--- config.mk ---
export PLATFORM = sky130hd
export DESIGN_NAME = fifo_lane_reader
export DESIGN_NICKNAME = d
export VERILOG_FILES = /design/src/rtl/fifo_pkg.sv /design/src/rtl/fifo_lane_reader.sv
export SDC_FILE = /design/constraint.sdc
export NUM_CORES = 1
export LEC_CHECK = 0
export ABC_AREA = 0
export CORE_UTILIZATION = 49
export CTS_CLUSTER_DIAMETER = 30
export DETAILED_ROUTE_END_ITERATION = 10
export PLACE_DENSITY = 0.86
export SLEW_MARGIN = 20
export SYNTH_ARGS = -nofsm -noshare
export SYNTH_HDL_FRONTEND = slang
export SYNTH_SLANG_ARGS = --single-unit
--- constraint.sdc ---
create_clock -name clock_out -period 2.6 [get_ports clock_out]
set_input_delay 0.78 -clock clock_out [delete_from_list [all_inputs] [get_ports clock_out]]
set_output_delay 0.78 -clock clock_out [all_outputs]
set_load 0.03 [all_outputs]
--- src/rtl/fifo_pkg.sv ---
// Shared definitions for the FIFO and its read-side consumers.
// Holds the lane reader state encoding and the default FIFO word width.
package fifo_pkg;

  typedef enum logic {
    LOAD  = 1'b0,
    DRAIN = 1'b1
  } lane_state_e;

  localparam int FIFO_DATA_WIDTH = 32;

endpackage

--- src/rtl/fifo_lane_reader.sv ---
// Pops words from the FIFO output interface and serialises each one into
// RATIO narrow lanes on a valid/ready stream, counting words consumed.
module fifo_lane_reader
  import fifo_pkg::*;
#(
  parameter int DATA_WIDTH  = FIFO_DATA_WIDTH,
  parameter int LANE_WIDTH  = 8,
  parameter int LSB_FIRST   = 1,
  parameter int COUNT_WIDTH = 16
) (
  input  logic                   clock_out,
  input  logic                   rst_out_n,
  input  logic [DATA_WIDTH-1:0]  data_out,
  input  logic                   data_out_valid,
  output logic                   data_out_ack,
  output logic [LANE_WIDTH-1:0]  lane_data,
  output logic                   lane_valid,
  output logic                   lane_last,
  input  logic                   lane_ready,
  output logic [COUNT_WIDTH-1:0] words_read
);

  localparam int RATIO = DATA_WIDTH / LANE_WIDTH;
  localparam int IDX_W = (RATIO > 1) ? $clog2(RATIO) : 1;

  if ((DATA_WIDTH % LANE_WIDTH) != 0 || RATIO < 1) begin : g_bad_ratio
    $error("fifo_lane_reader: DATA_WIDTH must be a positive multiple of LANE_WIDTH");
  end

  // Lane k in emission order, honouring LSB_FIRST.
  function automatic logic [LANE_WIDTH-1:0] lane_sel(input logic [DATA_WIDTH-1:0] word,
                                                      input int k);
    int                    pos;
    logic [DATA_WIDTH-1:0] shifted;
    pos     = (LSB_FIRST != 0) ? k : (RATIO - 1 - k);
    shifted = word >> (pos * LANE_WIDTH);
    return shifted[LANE_WIDTH-1:0];
  endfunction

  lane_state_e            state_q, state_d;
  logic                   capture, xfer;
  logic [DATA_WIDTH-1:0]  hold_p0;
  logic [IDX_W-1:0]       idx_p0, idx_next;
  logic                   ack_p0;
  logic [LANE_WIDTH-1:0]  lane_data_p0;
  logic                   lane_vld_p0;
  logic                   lane_last_p0;
  logic [COUNT_WIDTH-1:0] words_p0;

  assign idx_next = idx_p0 + IDX_W'(1);

  always_ff @(posedge clock_out or negedge rst_out_n) begin
    if (!rst_out_n) state_q <= LOAD;
    else            state_q <= state_d;
  end

  // A pending ack blocks capture: the FIFO head has not advanced yet.
  always_comb begin
    state_d = state_q;
    capture = 1'b0;
    xfer    = 1'b0;
    case (state_q)
      LOAD: begin
        if (data_out_valid && !ack_p0) begin
          capture = 1'b1;
          state_d = DRAIN;
        end
      end
      DRAIN: begin
        if (lane_vld_p0 && lane_ready) begin
          xfer = 1'b1;
          if (lane_last_p0) state_d = LOAD;
        end
      end
    endcase
  end

  // Stage p0: holding register, lane output register and word counter.
  always_ff @(posedge clock_out or negedge rst_out_n) begin
    if (!rst_out_n) begin
      hold_p0      <= '0;
      idx_p0       <= '0;
      ack_p0       <= 1'b0;
      lane_data_p0 <= '0;
      lane_vld_p0  <= 1'b0;
      lane_last_p0 <= 1'b0;
      words_p0     <= '0;
    end else begin
      ack_p0 <= capture;
      if (capture) begin
        hold_p0      <= data_out;
        words_p0     <= words_p0 + COUNT_WIDTH'(1);
        idx_p0       <= '0;
        lane_vld_p0  <= 1'b1;
        lane_data_p0 <= lane_sel(data_out, 0);
        lane_last_p0 <= (RATIO == 1);
      end else if (xfer) begin
        if (lane_last_p0) begin
          lane_vld_p0  <= 1'b0;
          lane_last_p0 <= 1'b0;
        end else begin
          idx_p0       <= idx_next;
          lane_data_p0 <= lane_sel(hold_p0, int'(idx_next));
          lane_last_p0 <= (int'(idx_next) == RATIO - 1);
        end
      end
    end
  end

  assign data_out_ack = ack_p0;
  assign lane_data    = lane_data_p0;
  assign lane_valid   = lane_vld_p0;
  assign lane_last    = lane_last_p0;
  assign words_read   = words_p0;

endmodule
==> results of run 1 <==
sequential cells by signal, summed over array words and instances (netlist names):
signal and flops:
lane_data 8, lane_last 1, state_q 1, words_read 16, lane_valid 1, data_out_ack 1
hold_p0 32, idx_p0 2
cells in the mapped netlist:
cell type / n / area share, %
xor2_1: 4 / 1.3
clkbuf_1: 10 / 1.4
and4_1: 3 / 0.98
inv_1: 1 / 0.14
o21ai_0: 2 / 0.37
nor3_2: 1 / 0.37
nand4_1: 2 / 0.47
dfrtp_1: 62 / 58
mux4_2: 8 / 6.7
buf_6: 1 / 0.42
a22oi_1: 3 / 0.84
nor2_1: 8 / 1.1
or3b_1: 1 / 0.33
clkinv_1: 1 / 0.14
a21oi_1: 11 / 2.1
nand2_1: 122 / 17
buf_2: 2 / 0.37
nand3_1: 9 / 1.7
and4b_1: 1 / 0.37
xnor2_1: 11 / 3.6
nor4_4: 1 / 0.79
ha_1: 2 / 0.93
or2_2: 2 / 0.47
final cells by class:
type / instances / area, um2 / share of cell area (%)
multi-input cells: 191 / 1059 / 29.46
clock buffers: 12 / 155.1 / 4.318
well taps: 70 / 87.58 / 2.437
inverters: 2 / 7.507 / 0.2089
flip-flops and latches: 62 / 1551 / 43.18
repair buffers: 70 / 688.2 / 19.15
clock inverters: 4 / 45.04 / 1.253
cell families (layout without fill, tap and decap cells):
group / Yosys count / after routing / synth area share, %
adders and majority gates: 2 / 2 / 0.9349
xor gates and xnor gates: 15 / 15 / 4.909
muxes: 8 / 8 / 6.732
buffers and inverters: 15 / 88 / 2.478
AOI/OAI and AO/OA: 16 / 16 / 3.272
and+or+nand+nor: 150 / 150 / 23.70
DFF: 62 / 62 / 57.97
per-stage QoR:
| stage | hold WS [ps] | power [mW] | cells | util [%] |
|---|---|---|---|---|
| 2_1_floorplan | 440.3 | 2.566 | 268 | - |
| 3_3_place_gp | 453.7 | 3.044 | 395 | 65.60 |
| 3_5_place_dp | 457.2 | 3.115 | 395 | 65.60 |
| 4_1_cts | 444.7 | 3.993 | 411 | 69.47 |
| 5_1_grt | 474.8 | 4.200 | 411 | 69.47 |
| 6_report | 442.7 | 3.953 | 411 | 69.47 |
path summary, 6_finish.rpt:
path                                     from             end  slack (ps)
max in group asynchronous           rst_out_n     hold_p0[31]        1550
min in group clock_out             hold_p0[5]      hold_p0[5]         470
worst min-delay path                rst_out_n   words_read[9]         440
worst max-delay path            words_read[0]   words_read[0]         330
worst min register to register     hold_p0[5]      hold_p0[5]         470
worst max register to register        state_q  words_read[13]         810
power by group through the flow:
stage / logic [mW] / clock network [mW] / registers (mW)
6_report: 1.52 / 0.850 / 1.58
5_1_grt: 1.66 / 0.912 / 1.63
4_1_cts: 1.54 / 0.873 / 1.58
3_5_place_dp: 1.53 / 0 / 1.59
3_3_place_gp: 1.48 / 0 / 1.57
2_1_floorplan: 0.824 / 0 / 1.74
metal layers:
| metal | share of wire (%) | vias up | wire length, um | global-route usage (%) |
|---|---|---|---|---|
| met1 | 45 | 1027 | 2580 | 29.28 |
| met3 | 5.0 | 8 | 286 | 6.867 |
| met4 | 1.6 | 0 | 92 | 10.00 |
| met5 | 0 | - | 0 | 0 |
| met2 | 49 | 68 | 2799 | 36.36 |
| li1 | - | 1009 | - | - |
==> impl_metrics.py, run 1 <==
metrics = {
    "final_layout": {
        "final_common_cell": "nand2_1",
        "area_delta_synth_final_pct": 34.27,
        "fin_area_um2": 3593,
        "fillCellCount": 359,
        "fin_nets": 374,
        "diodes": 0,
        "drive_above_1_share_pct": 10.56,
        "final_cell_mix": "nand2_1, dfrtp_1, clkdlybuf4s50_1",
    },
    "floorplanning": {
        "die_h_um": 75.91,
        "core_um2": 5172,
        "num_rows": 26,
        "die-area_um2": 5762,
        "start_util_pct": 51.74,
        "ios": 63,
        "die_x_um": 75.91,
    },
    "power": {
        "clockPowerShare_pct": 21.5,
        "ir_drop_v": 0.0006038,
        "powerDensity_nw_per_um2": 1100,
        "combPwrFrac_pct": 38.5,
        "p_seq_share_pct": 40.0,
        "p_leak_nw": 1.700,
        "power.switching_mw": 1.422,
        "swShare_pct": 35.97,
        "cell_internal_pwr_mw": 2.532,
    },
    "detailed_routing": {
        "drt_iter0_drc": 132,
        "first_pass_iters": 5,
        "routedWlPerCell_um": 14.01,
        "viasPerCell": 5.139,
        "drtAntennaViolNets": 0,
        "route.detailed.drc": 0,
        "num_vias": 2112,
        "wirelength_um": 5758,
    },
    "clocking": {
        "cts_buffer_depth": 2,
        "numCtsBuffers": 9,
        "post_cts_resize_count": 0,
        "cts_tree": "done",
        "clock_sinks": 62,
        "clk_pin_slew_ps": 70,
        "cts_hold_repair.buffers": 0,
        "clk_latency_ps": 340,
        "cts_root_buf": "clkbuf_8",
        "post-cts-setup-buffers": 0,
        "cts-htree-levels": 3,
    },
    "yosys": {
        "synth_area_um2": 2676,
        "yosys_warnings": 0,
        "synthDistinctLibCells": 23,
        "netlist_instances": 268,
        "yosysSeqAreaShare_pct": 57.97,
        "syn_nets": 306,
        "synth.avg_cell_area_um2": 9.986,
        "yosys_register_bits": 62,
    },
    "sta": {
        "worstMarginPinSlew_ps": 600.6,
        "grt_setup_unrepaired": "false",
        "fin_skew_ps": 7.384,
        "fmax_mhz": 440.2,
        "relSlewSlack_pct": 59.96,
        "finalHoldViolations": 0,
        "period_minus_slack_ps": 2272,
        "setup-tns-final_ps": 0,
        "setup_viol": 0,
        "timing.final.ws_setup_ps": 328.3,
        "fin_crit_sh_pct": 87.37,
        "slew_violations": 0,
    },
    "critical_path": {
        "crit_family": "buffers and inverters",
        "worstPathMaxFanout": 5,
        "worst-path-buf-inv": 1,
        "criticalPathCategory": "flop to primary output",
        "arrival_ps": 1490,
        "cp.depth": 1,
        "start_kind": "flop",
        "crit_chain": "clkdlybuf4s50_1",
        "required_ps": 1820,
        "cp_slowest_cell": "clkdlybuf4s50_1",
        "end_kind": "primary output",
        "r2r_cells": 4,
        "slowest_delay_ps": 710,
    },
    "global_route": {
        "grt_pass1_vias": 2239,
        "overflow": 0,
        "antenna_found_initial": 0,
        "grt_max_degree": 38,
        "grt_pass1_wl_um": 10160,
        "grt_usage_pct": 22.91,
    },
    "place": {
        "globalplace.congestion": 0.7750,
        "post-place-ws_ps": 17.50,
        "dpl.hpwl_um": 3908,
        "placed_cell_area_um2": 3393,
        "portBuffers": 62,
    },
    "run": {
        "drv_cap": 0,
    },
    "outcome": {
        "status": "finished, final reports clean",
    },
    "min_path": {
        "hp-class": "input port to asynchronous set/reset pin",
    },
}
Power figures use the tool's default switching activity.
==> inputs of run 2 (changes only) <==
--- a/config.mk
+++ b/config.mk
@@ -6,10 +6,10 @@
 export NUM_CORES = 1
 export LEC_CHECK = 0
 export ABC_AREA = 0
-export CORE_UTILIZATION = 49
+export CORE_UTILIZATION = 53
 export CTS_CLUSTER_DIAMETER = 30
 export DETAILED_ROUTE_END_ITERATION = 10
-export PLACE_DENSITY = 0.86
+export PLACE_DENSITY = 0.91
 export SLEW_MARGIN = 20
 export SYNTH_ARGS = -nofsm -noshare
 export SYNTH_HDL_FRONTEND = slang
==> constraint.sdc (replaced) <==
create_clock -name clock_out -period 2.7 [get_ports clock_out]
set_input_delay 0.81 -clock clock_out [delete_from_list [all_inputs] [get_ports clock_out]]
set_output_delay 0.81 -clock clock_out [all_outputs]
set_load 0.03 [all_outputs]
==> impl_metrics.py, run 2 (synthesis results as in run 1) <==
metrics = {
    "final_layout": {
        "layoutNonFillerInstCount": 407,
        "fin_nets": 374,
        "ff_latch_area_um2": 1551,
        "final_cell_mix": "nand2_1, dfrtp_1, clkdlybuf4s50_1",
        "drive_above_1_share_pct": 9.706,
        "fin_area_um2": 3557,
        "multi_input_area_um2": 1059,
        "largest_register_ffs": 32,
        "fillCellCount": 340,
        "area_delta_synth_final_pct": 32.91,
        "utilization_pct": 74.33,
        "final_common_cell": "nand2_1",
        "diodes": 0,
        "largest-register": "hold_p0",
    },
    "critical_path": {
        "start_kind": "input port",
        "worstPathMaxFanout": 6,
        "end_kind": "flop",
        "r2r-start": "state_q",
        "r2r-end": "words_read[13]",
        "criticalPathCategory": "input port to flop",
        "arrival_ps": 2530,
        "r2r_cells": 4,
        "required_ps": 2920,
        "reg2reg_slack_ps": 840,
    },
    "place": {
        "globalplace.congestion": 0.7718,
        "post-place-ws_ps": 68.81,
        "dp_cells": 392,
        "portBuffers": 62,
        "placed_cell_area_um2": 3390,
        "dpl.hpwl_um": 3916,
    },
    "clocking": {
        "post_cts_resize_count": 0,
        "cts_buffer_depth": 2,
        "cts_root_buf": "clkbuf_8",
        "numCtsBuffers": 9,
        "cts_hold_repair.buffers": 0,
        "cts-htree-levels": 3,
        "clk_pin_slew_ps": 60,
        "cts_tree": "done",
        "clk_latency_ps": 340,
        "clock_sinks": 62,
        "post-cts-setup-buffers": 0,
    },
    "run": {
        "drv_cap": 0,
    },
    "detailed_routing": {
        "routedWlPerCell_um": 13.87,
        "viasPerCell": 5.197,
        "drtAntennaViolNets": 0,
        "wirelength_um": 5647,
        "drt_iter0_drc": 158,
        "route.detailed.drc": 0,
        "num_vias": 2115,
        "first_pass_iters": 7,
    },
    "power": {
        "p_leak_nw": 1.680,
        "report.power.total_mw": 3.696,
        "ir_drop_v": 0.0006416,
        "powerDensity_nw_per_um2": 1039,
    },
    "floorplanning": {
        "core_um2": 4786,
        "die_h_um": 73.06,
        "die_x_um": 73.06,
        "die-area_um2": 5338,
        "ios": 63,
        "start_util_pct": 55.92,
        "num_rows": 25,
    },
    "min_path": {
        "hp-class": "input port to asynchronous set/reset pin",
    },
    "sta": {
        "grt_setup_unrepaired": "false",
        "worstMarginPinSlew_ps": 396.4,
        "finalHoldViolations": 0,
        "setup-tns-final_ps": 0,
        "fin_crit_sh_pct": 85.87,
        "period_minus_slack_ps": 2319,
        "slew_violations": 0,
        "setup_viol": 0,
        "fmax_mhz": 431.3,
        "timing.final.ws_setup_ps": 381.4,
        "relSlewSlack_pct": 73.57,
        "timing.hold.ws_ps": 471.4,
        "fin_skew_ps": 6.145,
    },
    "global_route": {
        "grt_max_degree": 63,
        "antenna_found_initial": 0,
        "grt_pass1_wl_um": 9632,
        "overflow": 0,
        "grt_pass1_vias": 2049,
        "grt_usage_pct": 24.72,
    },
    "outcome": {
        "status": "finished, final reports clean",
    },
}
-- run 2: cell count changes in the layout (fill, tap and decap cells not counted) --
cell,previous run,this run
clkbuf_1,1,3
clkinv_2,3,1
bufinv_16,1,0
-- run 2: worst max path at each step --
stage                     cells past startpoint            from  slack, ps              to
after detailed placement                      5  data_out_valid         70  words_read[13]
after CTS                                     1   words_read[3]        390   words_read[3]
after global placement                        5  data_out_valid        130  words_read[13]
after global routing                          5  data_out_valid        300  words_read[13]
after floorplan                               5  data_out_valid        620  words_read[13]
final                                         5  data_out_valid        380  words_read[13]
-- run 2: layout make-up --
class                           count  share of cell area [%]
Clock inverter                      1                  0.1407
Inverter                            2                  0.2110
Tap cell                           67                   2.357
Sequential cell                    62                   43.62
Timing Repair Buffer               70                   19.35
Clock buffer                       14                   4.573
Multi-Input combinational cell    191                   29.76
-- run 2: power by group --
part | total, mW | internal [mW] | switching (mW)
Sequential | 1.52 | 1.28 | 0.238
Combinational | 1.46 | 0.682 | 0.777
Clock | 0.714 | 0.378 | 0.336
Total | 3.70 | 2.34 | 1.35
-- run 2: layer usage --
layer  vias to the layer above  track usage [%]  part of all wire [%]
li1                       1004                -                     -
met1                      1011            30.41                    41
met2                        92            41.05                    51
met3                         8            7.459                   6.9
met4                         0            9.586                   1.2
met5                         -                0                     0
-- run 2: critical path: stages --
cell and delay, ps:
clkdlybuf4s50_1 450, or3b_1 490, nor4_4 420, nand4_1 190, xnor2_1 160
